**config.mk**
```make
export PLATFORM = sky130hd
export DESIGN_NAME = op_branch_unit_flat
export DESIGN_NICKNAME = d
export VERILOG_FILES = /design/src/rtl/op_branch_unit_if.sv /design/src/rtl/op_branch_unit.sv /design/src/flat_wrapper.sv
export SDC_FILE = /design/constraint.sdc
export NUM_CORES = 1
export LEC_CHECK = 0
export ABC_CLOCK_PERIOD_IN_PS = 7110
export CAP_MARGIN = 20
export CORE_MARGIN = 2
export CORE_UTILIZATION = 56
export DETAILED_ROUTE_END_ITERATION = 8
export HOLD_SLACK_MARGIN = 0.02
export PLACE_DENSITY = 0.95
export SYNTH_ARGS = -nofsm -noshare
export SYNTH_HDL_FRONTEND = slang
export SYNTH_SLANG_ARGS = --single-unit
```
**constraint.sdc**
```tcl
create_clock -name clk -period 7.11 [get_ports clk]
set_clock_uncertainty 0.2 [all_clocks]
set_input_delay 1.7775 -clock clk [delete_from_list [all_inputs] [get_ports clk]]
set_output_delay 1.7775 -clock clk [all_outputs]
set_load 0.005 [all_outputs]
```
**src/rtl/op_branch_unit_if.sv**
```systemverilog
// Branch request channel between decode/execute and the branch unit.
// The requester drives the master side and the branch unit sits on the slave side.
interface op_branch_unit_if #(
    parameter int DATA_W = 32,
    parameter int OFF_W  = 24
) ();
    logic              br_valid;
    logic              br_ready;
    logic [1:0]        br_type;
    logic              cond_pass;
    logic [OFF_W-1:0]  br_off;
    logic [DATA_W-1:0] reg_val;
    logic              src_is_lr;
    logic [DATA_W-1:0] pc_in;

    modport master (
        output br_valid, br_type, cond_pass, br_off, reg_val, src_is_lr, pc_in,
        input  br_ready
    );

    modport slave (
        input  br_valid, br_type, cond_pass, br_off, reg_val, src_is_lr, pc_in,
        output br_ready
    );
endinterface

```
**src/rtl/op_branch_unit.sv**
```systemverilog
// Branch resolution unit: B/BL/BX/BLX target, link write, INVSTATE fault and timed flush.
// Optional return-address stack is enabled by defining OP_BRANCH_RAS_EN.
module op_branch_unit #(
    parameter int DATA_W       = 32,
    parameter int OFF_W        = 24,
    parameter int PC_INC       = 1,
    parameter int FLUSH_CYCLES = 2,
    parameter int RAS_DEPTH    = 4
) (
    input  logic              clk,
    input  logic              rst_n,
    op_branch_unit_if.slave   br,
    output logic [DATA_W-1:0] pc_out,
    output logic              pc_load,
    output logic [DATA_W-1:0] lr_out,
    output logic              lr_we,
    output logic              flush,
    output logic              fault,
    output logic              busy,
    output logic              ras_hit
);
    typedef enum logic [1:0] {
        ST_IDLE    = 2'd0,
        ST_RESOLVE = 2'd1,
        ST_FLUSH   = 2'd2
    } state_t;

    localparam logic [3:0]        CNT_INIT = 4'(FLUSH_CYCLES);
    localparam logic [DATA_W-1:0] LSB_CLR  = {{(DATA_W-1){1'b1}}, 1'b0};
    localparam logic [DATA_W-1:0] LSB_SET  = {{(DATA_W-1){1'b0}}, 1'b1};

    state_t            state_r, state_nx;
    logic [3:0]        cnt_r, cnt_nx;
    logic [1:0]        type_r;
    logic              cond_r, lr_src_r;
    logic [OFF_W-1:0]  off_r;
    logic [DATA_W-1:0] val_r, pc_r;

    logic [DATA_W-1:0] pc_out_r, pc_out_nx, lr_out_r, lr_out_nx;
    logic              pc_load_r, pc_load_nx, lr_we_r, lr_we_nx;
    logic              flush_r, flush_nx, fault_r, fault_nx, ras_hit_r, ras_hit_nx;

    logic              accept_s, is_reg_s, is_link_s, bad_state_s, ras_match_s;
    logic [DATA_W-1:0] off_ext_s, target_s, ret_addr_s;

    assign br.br_ready = (state_r == ST_IDLE);
    assign busy        = (state_r != ST_IDLE);
    assign pc_out      = pc_out_r;
    assign pc_load     = pc_load_r;
    assign lr_out      = lr_out_r;
    assign lr_we       = lr_we_r;
    assign flush       = flush_r;
    assign fault       = fault_r;
    assign ras_hit     = ras_hit_r;

    // Target, return address and Thumb-state check from the latched request.
    always_comb begin
        is_reg_s    = type_r[1];
        is_link_s   = type_r[0];
        off_ext_s   = DATA_W'($signed(off_r));
        bad_state_s = is_reg_s && !val_r[0];
        ret_addr_s  = (pc_r + DATA_W'(PC_INC)) | LSB_SET;
        if (is_reg_s) begin
            target_s = val_r & LSB_CLR;
        end else begin
            target_s = pc_r + (off_ext_s << 1);
        end
    end

    // Next-state and next-output logic of the IDLE/RESOLVE/FLUSH controller.
    always_comb begin
        state_nx   = state_r;
        cnt_nx     = cnt_r;
        accept_s   = 1'b0;
        flush_nx   = 1'b0;
        pc_load_nx = 1'b0;
        lr_we_nx   = 1'b0;
        fault_nx   = 1'b0;
        ras_hit_nx = 1'b0;
        pc_out_nx  = pc_out_r;
        lr_out_nx  = lr_out_r;
        case (state_r)
            ST_IDLE: begin
                if (br.br_valid) begin
                    accept_s = 1'b1;
                    state_nx = ST_RESOLVE;
                end else begin
                    state_nx = ST_IDLE;
                end
            end
            ST_RESOLVE: begin
                if (cond_r) begin
                    state_nx = ST_FLUSH;
                    cnt_nx   = CNT_INIT;
                    flush_nx = 1'b1;
                    if (bad_state_s) begin
                        fault_nx = 1'b1;
                    end else begin
                        pc_load_nx = 1'b1;
                        pc_out_nx  = target_s;
                        ras_hit_nx = is_reg_s && lr_src_r && ras_match_s;
                    end
                    if (is_link_s) begin
                        lr_we_nx  = 1'b1;
                        lr_out_nx = ret_addr_s;
                    end else begin
                        lr_we_nx = 1'b0;
                    end
                end else begin
                    state_nx = ST_IDLE;
                end
            end
            ST_FLUSH: begin
                // flush drops one cycle before IDLE so the next accept follows the drop.
                if (cnt_r == 4'd0) begin
                    state_nx = ST_IDLE;
                end else begin
                    cnt_nx   = cnt_r - 4'd1;
                    flush_nx = (cnt_r > 4'd1);
                end
            end
            default: begin
                state_nx = ST_IDLE;
            end
        endcase
    end

    // State, request capture and registered outputs.
    always_ff @(posedge clk) begin
        if (!rst_n) begin
            state_r   <= ST_IDLE;
            cnt_r     <= 4'd0;
            type_r    <= 2'd0;
            cond_r    <= 1'b0;
            lr_src_r  <= 1'b0;
            off_r     <= '0;
            val_r     <= '0;
            pc_r      <= '0;
            pc_out_r  <= '0;
            lr_out_r  <= '0;
            pc_load_r <= 1'b0;
            lr_we_r   <= 1'b0;
            flush_r   <= 1'b0;
            fault_r   <= 1'b0;
            ras_hit_r <= 1'b0;
        end else begin
            state_r   <= state_nx;
            cnt_r     <= cnt_nx;
            pc_out_r  <= pc_out_nx;
            lr_out_r  <= lr_out_nx;
            pc_load_r <= pc_load_nx;
            lr_we_r   <= lr_we_nx;
            flush_r   <= flush_nx;
            fault_r   <= fault_nx;
            ras_hit_r <= ras_hit_nx;
            if (accept_s) begin
                type_r   <= br.br_type;
                cond_r   <= br.cond_pass;
                lr_src_r <= br.src_is_lr;
                off_r    <= br.br_off;
                val_r    <= br.reg_val;
                pc_r     <= br.pc_in;
            end
        end
    end

`ifdef OP_BRANCH_RAS_EN
    localparam int              PTR_W    = $clog2(RAS_DEPTH);
    localparam logic [PTR_W:0]  RAS_FULL = (PTR_W+1)'(RAS_DEPTH);
    localparam logic [PTR_W:0]  RAS_NONE = (PTR_W+1)'(0);
    localparam logic [PTR_W-1:0] PTR_ONE = PTR_W'(1);

    logic [DATA_W-1:0] ras_mem_r [RAS_DEPTH];
    logic [PTR_W-1:0]  ras_ptr_r, ras_ptr_nx, top_idx_s, ptr_pop_s;
    logic [PTR_W:0]    ras_cnt_r, ras_cnt_nx, cnt_pop_s;
    logic              pop_s, push_s, pop_ok_s;

    // Stack bookkeeping: ras_ptr_r is the next write slot; pop is applied before push.
    always_comb begin
        top_idx_s   = ras_ptr_r - PTR_ONE;
        pop_s       = (state_r == ST_RESOLVE) && cond_r && is_reg_s && !bad_state_s && lr_src_r;
        push_s      = (state_r == ST_RESOLVE) && cond_r && is_link_s;
        pop_ok_s    = pop_s && (ras_cnt_r != RAS_NONE);
        ras_match_s = (ras_cnt_r != RAS_NONE) && ((ras_mem_r[top_idx_s] & LSB_CLR) == target_s);
        if (pop_ok_s) begin
            ptr_pop_s = top_idx_s;
            cnt_pop_s = ras_cnt_r - (PTR_W+1)'(1);
        end else begin
            ptr_pop_s = ras_ptr_r;
            cnt_pop_s = ras_cnt_r;
        end
        if (push_s) begin
            ras_ptr_nx = ptr_pop_s + PTR_ONE;
            ras_cnt_nx = (cnt_pop_s == RAS_FULL) ? cnt_pop_s : cnt_pop_s + (PTR_W+1)'(1);
        end else begin
            ras_ptr_nx = ptr_pop_s;
            ras_cnt_nx = cnt_pop_s;
        end
    end

    // Pointer and occupancy registers; reset empties the stack.
    always_ff @(posedge clk) begin
        if (!rst_n) begin
            ras_ptr_r <= '0;
            ras_cnt_r <= '0;
        end else begin
            ras_ptr_r <= ras_ptr_nx;
            ras_cnt_r <= ras_cnt_nx;
        end
    end

    // Stack storage; entries beyond the count are never read.
    always_ff @(posedge clk) begin
        if (rst_n && push_s) begin
            ras_mem_r[ptr_pop_s] <= ret_addr_s;
        end
    end
`else
    assign ras_match_s = 1'b0;
`endif

endmodule

```
**src/flat_wrapper.sv**
```systemverilog
// flat-port wrapper written by rule: the top's interface ports become plain ports
module op_branch_unit_flat 
#(
    parameter int DATA_W       = 32,
    parameter int OFF_W        = 24,
    parameter int PC_INC       = 1,
    parameter int FLUSH_CYCLES = 2,
    parameter int RAS_DEPTH    = 4
)
  (clk, rst_n, pc_out, pc_load, lr_out, lr_we, flush, fault, busy, ras_hit, br_br_valid, br_br_type, br_cond_pass, br_br_off, br_reg_val, br_src_is_lr, br_pc_in, br_br_ready);
  op_branch_unit_if #(.DATA_W(DATA_W), .OFF_W(OFF_W)) br_i ();
  input  logic clk;
  input  logic rst_n;
  output logic [DATA_W-1:0] pc_out;
  output logic pc_load;
  output logic [DATA_W-1:0] lr_out;
  output logic lr_we;
  output logic flush;
  output logic fault;
  output logic busy;
  output logic ras_hit;
  input wire logic [$bits(br_i.br_valid)-1:0] br_br_valid;
  input wire logic [$bits(br_i.br_type)-1:0] br_br_type;
  input wire logic [$bits(br_i.cond_pass)-1:0] br_cond_pass;
  input wire logic [$bits(br_i.br_off)-1:0] br_br_off;
  input wire logic [$bits(br_i.reg_val)-1:0] br_reg_val;
  input wire logic [$bits(br_i.src_is_lr)-1:0] br_src_is_lr;
  input wire logic [$bits(br_i.pc_in)-1:0] br_pc_in;
  output wire logic [$bits(br_i.br_ready)-1:0] br_br_ready;
  assign br_i.br_valid = br_br_valid;
  assign br_i.br_type = br_br_type;
  assign br_i.cond_pass = br_cond_pass;
  assign br_i.br_off = br_br_off;
  assign br_i.reg_val = br_reg_val;
  assign br_i.src_is_lr = br_src_is_lr;
  assign br_i.pc_in = br_pc_in;
  assign br_br_ready = br_i.br_ready;
  op_branch_unit #(.DATA_W(DATA_W), .OFF_W(OFF_W), .PC_INC(PC_INC), .FLUSH_CYCLES(FLUSH_CYCLES), .RAS_DEPTH(RAS_DEPTH)) u_core (.clk(clk), .rst_n(rst_n), .br(br_i), .pc_out(pc_out), .pc_load(pc_load), .lr_out(lr_out), .lr_we(lr_we), .flush(flush), .fault(fault), .busy(busy), .ras_hit(ras_hit));
endmodule
```
==> results_dict.tcl, run 1 <==
set metrics [dict create \
    grtUsageTotal_pct 28.5 \
    postCtsSetupRepairBufs 0 \
    critPathLaunchType "flop" \
    routed_wl_um 22400 \
    min_path_cells 2 \
    syn-cell-area_um2 8240 \
    drc 0 \
    ys.flop_type "dfxtp_1" \
    cp.depth 4 \
    fin_ws_ns 3.44 \
    stdcell_area_um2 10500 \
    diodes 0 \
    crit_type "reg2out" \
    worstSetupStartpoint "u_core.state_r[0]" \
    wire_per_inst_um 16.8 \
    hp-start "u_core.pc_out[2]" \
    nNetsFinal 1274 \
    peakVddDrop_uv 163 \
    die-area_um2 15700 \
    io_buffers 163 \
    die_w_um 125 \
    synth_top_family_by_area "compound AO/OA/AOI/OAI gates" \
    clkSlewWorstSetupHoldPaths_ns 0.06 \
    routed_via_density 5.83 \
    synth_adder_area_share_pct 5.86 \
    final.setup.tns_ns 0 \
    placed_cell_area_um2 9880 \
    multiInputGateArea_um2 4610 \
    r2r_slack_ns 3.91 \
    synth.area.mux_share_pct 0.866 \
    num_io_pins 166 \
    ys_ff_latch 165 \
    core_area_um2 14400 \
    reg2regPathDepth 11 \
    synth_top_cell_by_area "dfxtp_1" \
    dpl.hpwl_um 15100 \
    seqCellArea_um2 3300 \
    power_density_nw_per_um2 211 \
    grt_max_degree 93 \
    status "finished clean" \
    crit_fanout 4 \
    htreeDepth 4 \
    drv_slew 0 \
    synth.avg_cell_area_um2 8.09 \
    clock.fmax_ghz 0.273 \
    grt_pass1_vias 7279 \
    antenna_found_initial 0 \
    drv_cap 0 \
    cpLargestDelayFamily "buffers and inverters" \
    rsz0062_at_grt "false" \
    slowest_stage "clkdlybuf4s50_1" \
    cts_buffers 17 \
    min_period_ns 3.67 \
    cp.required_ns 5.13 \
    r2r-start "u_core.pc_r[2]" \
    synth_warnings 0 \
    cp-end-kind "output pin" \
    timing.final.crit_share_pct 51.6 \
    syn_inst 1018 \
    synthTopCellsByArea "dfxtp_1 40%, nand2_1 12%, a21oi_1 8.0%" \
    cts.sinks 165 \
    hold_viol 0 \
    yosysUniqueCellTypes 62 \
    path_buf_inv 3 \
    cpPeakStageDelay_ns 0.49 \
    n_fill_cell 1038 \
    min_path_type "reg2reg" \
    setup_viol 0 \
    fp.dieH_um 125 \
    slew_headroom_pct 39.1 \
    worstPathArrival_ns 1.69 \
    vias 7784 \
    ctsResizeCount 0 \
    synth_compound_area_share_pct 22.7 \
    synth-simple-area-share_pct 20.4 \
    drtAntennaViolNets 0 \
    place_ws_ns 3.16 \
    syn2layout_area_growth_pct 27.4 \
    netlist.area_leader.share_pct 40.1 \
    dr.pass1.iters 7 \
    worst-slew-pin-transition_ns 0.914 \
    syn-num-nets 1151 \
    drt-initial-drc-count 917 \
    cp_common_cell "inv_1" \
    critical_path.cell_chain "inv_1, ha_1, inv_1, clkdlybuf4s50_1" \
    overflow 0 \
    root_buffer "clkbuf_16" \
    ys_seq_area_share_pct 40.1 \
    floorplan.initialDensity_pct 57.1 \
    grt_pass1_wl_um 36100 \
    clock_path_buffers 2 \
    total_leakage_power_uw 0.00458 \
    place.gp.congestion 0.879 \
    r2r_end "u_core.pc_out[25]" \
    synth_xor_area_share_pct 5.96 \
    synth_edf_count 0 \
    hold_slack_ns 0.251 \
    hold_buffers 0 \
    clk_latency_ns 0.44 \
    worstSetupEndpoint "busy" \
    async_reset_ff_share_pct 0 \
    layout-drive-gt1-share_pct 5.47 \
    fp-row-count 44 \
    cts_tree "yes" \
]
[layout by cell type, fill, tap and decap left out, drive strengths merged, types with 5 or more instances in the layout]
| master | synthesis | routed |
|---|---|---|
| inv | 17 | 17 |
| mux2i | 6 | 6 |
| clkdlybuf4s50 | 0 | 162 |
| nor2 | 28 | 28 |
| a211oi | 6 | 6 |
| nand3 | 27 | 27 |
| a21o | 22 | 22 |
| clkbuf | 50 | 21 |
| nor2b | 5 | 5 |
| or3 | 5 | 5 |
| dfxtp | 165 | 165 |
| o211ai | 15 | 15 |
| or2 | 5 | 5 |
| and3 | 16 | 16 |
| xor2 | 30 | 30 |
| buf | 16 | 8 |
| and2 | 7 | 7 |
| xnor2 | 26 | 26 |
| nand4 | 6 | 6 |
| nand3b | 6 | 6 |
| o211a | 41 | 41 |
| ha | 37 | 37 |
| a21oi | 131 | 131 |
| nand2 | 264 | 264 |
| a21boi | 8 | 8 |
| nor3 | 6 | 6 |
| o21ai | 31 | 31 |
[logic make-up (layout without fill, tap and decap cells)]
kind of cell,after synthesis,after routing
AND/OR/NAND/NOR,385,385
AO/OA/AOI/OAI,283,283
flip-flops,165,165
buffers and inverters,83,217
XOR/XNOR,56,56
adder cells (fa/ha/maj),38,38
multiplexers,7,7
other,1,1
[power breakdown]
part           switching [uW]  total, uW  internal, uW  leakage, uW
registers                35.0        998           963      0.00135
clock network             369        933           565     0.000285
logic                     156        286           130      0.00295
total                     560       2220          1660      0.00458
[tightest hold or removal path, stage by stage, from the launching register on]
cell,delay [ns]
dfxtp_1,0.31
nand2_1,0.05
a21oi_1,0.05
[worst min-delay path by stage]
stage / end / slack [ns]
3_5_place_dp: u_core.val_r[29] / 0.24
4_1_cts: u_core.val_r[29] / 0.25
2_1_floorplan: u_core.val_r[26] / 0.23
3_3_place_gp: u_core.val_r[28] / 0.24
5_1_grt: u_core.val_r[26] / 0.27
6_report: u_core.pc_out[2] / 0.25
[sequential cells by signal, summed over array words and instances (netlist names)]
signal / count
u_core.lr_out: 32
u_core.pc_out: 32
u_core.pc_r: 32
u_core.val_r: 32
u_core.off_r: 24
u_core.cnt_r: 4
u_core.state_r: 2
u_core.type_r: 2
u_core.cond_r: 1
u_core.fault: 1
u_core.flush: 1
u_core.lr_we: 1
u_core.pc_load: 1
[Yosys cell counts (3+ instances only)]
cell type  instances
o21a_1             4
a31oi_1            4
buf_2              6
a31o_2             4
o211a_1           41
a21oi_1          131
nand4_1            5
buf_1              7
ha_1              37
clkbuf_1          50
nand3_1           27
nor2b_1            3
nand2_1          264
o211ai_1          15
and3_1            15
dfxtp_1          165
buf_4              3
and2_1             7
a21boi_0           8
nor2_1            28
or3_1              5
nand3b_1           6
xnor2_1           26
o21ai_1            5
nand2b_1           4
mux2i_1            6
nor3_1             6
inv_1             17
xor2_1            30
a211oi_1           5
o21ai_0           25
a21o_1            21
or2_2              3
[final cells by class]
type / count / area share [%]
inverters: 17 / 0.608
clock buffers: 21 / 4.39
repair buffers: 170 / 16.1
clock inverters: 9 / 1.23
well taps: 184 / 2.19
multi-input cells: 770 / 43.9
flip-flops and latches: 165 / 31.5
[per-stage QoR]
step           instances  util (%)  total power [uW]
6_report            1336      72.7              2220
3_5_place_dp        1305      68.5              1290
5_1_grt             1336      72.7              2290
4_1_cts             1335      72.6              2220
3_3_place_gp        1305      68.5              1280
2_1_floorplan       1018         -              1180
[routing by layer]
metal	global-route usage, %	wire [um]	vias up
li1	-	-	3759
met2	44.0	10200	374
met5	0	0	-
met1	38.9	9870	3603
met4	10.0	568	0
met3	7.49	1790	48
No activity file was read; power rests on OpenSTA's default activity.
==> inputs of run 2 (changes only) <==
--- a/config.mk
+++ b/config.mk
@@ -5,13 +5,13 @@
 export SDC_FILE = /design/constraint.sdc
 export NUM_CORES = 1
 export LEC_CHECK = 0
-export ABC_CLOCK_PERIOD_IN_PS = 7110
+export ABC_CLOCK_PERIOD_IN_PS = 3700
 export CAP_MARGIN = 20
 export CORE_MARGIN = 2
-export CORE_UTILIZATION = 56
+export CORE_UTILIZATION = 52
 export DETAILED_ROUTE_END_ITERATION = 8
 export HOLD_SLACK_MARGIN = 0.02
-export PLACE_DENSITY = 0.95
+export PLACE_DENSITY = 0.9
 export SYNTH_ARGS = -nofsm -noshare
 export SYNTH_HDL_FRONTEND = slang
 export SYNTH_SLANG_ARGS = --single-unit
==> constraint.sdc (replaced) <==
create_clock -name clk -period 3.7 [get_ports clk]
set_clock_uncertainty 0.2 [all_clocks]
set_input_delay 0.925 -clock clk [delete_from_list [all_inputs] [get_ports clk]]
set_output_delay 0.925 -clock clk [all_outputs]
set_load 0.005 [all_outputs]
==> results_dict.tcl, run 2 (synthesized netlist as in run 1, its figures left out) <==
set metrics [dict create \
    fin_ws_ns 0.583 \
    clock.fmax_ghz 0.321 \
    total_leakage_power_uw 0.00461 \
    grt_pass1_wl_um 35000 \
    place_ws_ns 0.625 \
    cpPeakStageDelay_ns 0.41 \
    wire_per_inst_um 16.0 \
    overflow 0 \
    stdcell_area_um2 10600 \
    wl_met1_um 10100 \
    vias 7703 \
    routed_wl_um 22000 \
    r2r-start "u_core.pc_r[1]" \
    hp-start "u_core.val_r[17]" \
    status "finished clean" \
    rsz0062_at_grt "false" \
    placed_cell_area_um2 9980 \
    final_cell_mix "263 x nand2_1, 164 x dfxtp_1, 162 x clkdlybuf4s50_1" \
    reg2regPathDepth 12 \
    cpLargestDelayFamily "compound AO/OA/AOI/OAI gates" \
    io_buffers 163 \
    drc 0 \
    setup_viol 0 \
    cts_tree "yes" \
    min_period_ns 3.12 \
    hold_buffers 0 \
    critPathLaunchType "flop" \
    dr.pass1.iters 5 \
    clk_latency_ns 0.43 \
    path_buf_inv 1 \
    grt_max_degree 64 \
    dr_wl_met2_um 9940 \
    slew_headroom_pct 53.5 \
    peakVddDrop_uv 366 \
    min_path_cells 2 \
    cp-end-kind "flop" \
    ctsResizeCount 0 \
    antenna_found_initial 0 \
    grtUsageTotal_pct 26.2 \
    final.setup.tns_ns 0 \
    place.gp.congestion 0.866 \
    clock_path_buffers 2 \
    wl_met3_um 1430 \
    syn2layout_area_growth_pct 28.6 \
    clkSlewWorstSetupHoldPaths_ns 0.06 \
    layout-drive-gt1-share_pct 5.96 \
    r2r_end "u_core.pc_out[25]" \
    num_io_pins 166 \
    cts.sinks 165 \
    drv_slew 0 \
    worstPathArrival_ns 3.27 \
    critical_path.cell_chain "ha_1, inv_1, fa_1, nor2b_4, o211ai_1, a211oi_4, o31a_2, a21oi_1, a31o_2, xnor2_1, mux2i_1, o21ai_0" \
    top_layer_used "met4" \
    fp-row-count 46 \
    hold_end "u_core.val_r[17]" \
    hold_viol 0 \
    postCtsSetupRepairBufs 0 \
    cp.depth 12 \
    crit_fanout 4 \
    worst-slew-pin-transition_ns 0.695 \
    grt_pass1_vias 7139 \
    core_area_um2 15700 \
    dpl.hpwl_um 15700 \
    diodes 0 \
    htreeDepth 4 \
    min_path_type "reg2reg" \
    power_density_nw_per_um2 402 \
    final_common_cell "nand2_1" \
    die_w_um 130 \
    drv_cap 0 \
    drt-initial-drc-count 631 \
    r2r_slack_ns 0.58 \
    crit_type "reg2reg" \
    routed_via_density 5.61 \
    nNetsFinal 1278 \
    cts_buffers 17 \
    slowest_stage "fa_1" \
    fp.dieH_um 130 \
    cp.required_ns 3.85 \
    floorplan.initialDensity_pct 52.6 \
    root_buffer "clkbuf_16" \
    die-area_um2 16900 \
    drtAntennaViolNets 0 \
    timing.final.crit_share_pct 84.2 \
    n_fill_cell 1294 \
]
## run 2: tightest hold or removal path, delay by kind of cell (launching register included)
family | cells | cell delay, ns
flops | 1 | 0.30
simple gates | 1 | 0.05
compound gates | 1 | 0.05
## run 2: final cells by class
| cell class | count | area (um^2) | share of cell area [%] |
|---|---|---|---|
| multi-input combinational | 770 | 4610 | 43.6 |
| inverter | 17 | 63.8 | 0.603 |
| clock inverter | 13 | 158 | 1.49 |
| sequential | 165 | 3300 | 31.2 |
| clock buffer | 19 | 433 | 4.09 |
| timing repair buffer | 174 | 1750 | 16.5 |
| tap | 216 | 270 | 2.55 |
## run 2: layer usage
metal	track usage, %	up-vias
met2	41.1	280
met3	4.76	41
met1	35.8	3616
met4	10.9	0
li1	-	3766
met5	0	-
## run 2: worst max-delay path by stage
| stage | from | slack (ns) | endpoint |
|---|---|---|---|
| 2_1_floorplan | u_core.pc_r[1] | 0.95 | u_core.pc_out[31] |
| 3_3_place_gp | u_core.pc_r[1] | 0.72 | u_core.pc_out[29] |
| 3_5_place_dp | u_core.pc_r[1] | 0.62 | u_core.pc_out[29] |
| 4_1_cts | u_core.pc_r[1] | 0.61 | u_core.pc_out[31] |
| 5_1_grt | u_core.pc_r[1] | 0.42 | u_core.pc_out[23] |
| 6_report | u_core.pc_r[1] | 0.58 | u_core.pc_out[25] |
## run 2: metrics by stage
step	total power (uW)	utilization (%)	hold slack, ns	std cells
3_5_place_dp	2500	63.7	0.244	1341
4_1_cts	4260	67.5	0.253	1373
6_report	4260	67.6	0.251	1374
3_3_place_gp	2480	63.7	0.239	1341
5_1_grt	4390	67.6	0.277	1374
2_1_floorplan	2260	-	0.231	1018
## run 2: power breakdown
group          switching (uW)  internal [uW]
logic                     301            256
registers                65.7           1850
clock network             726           1060
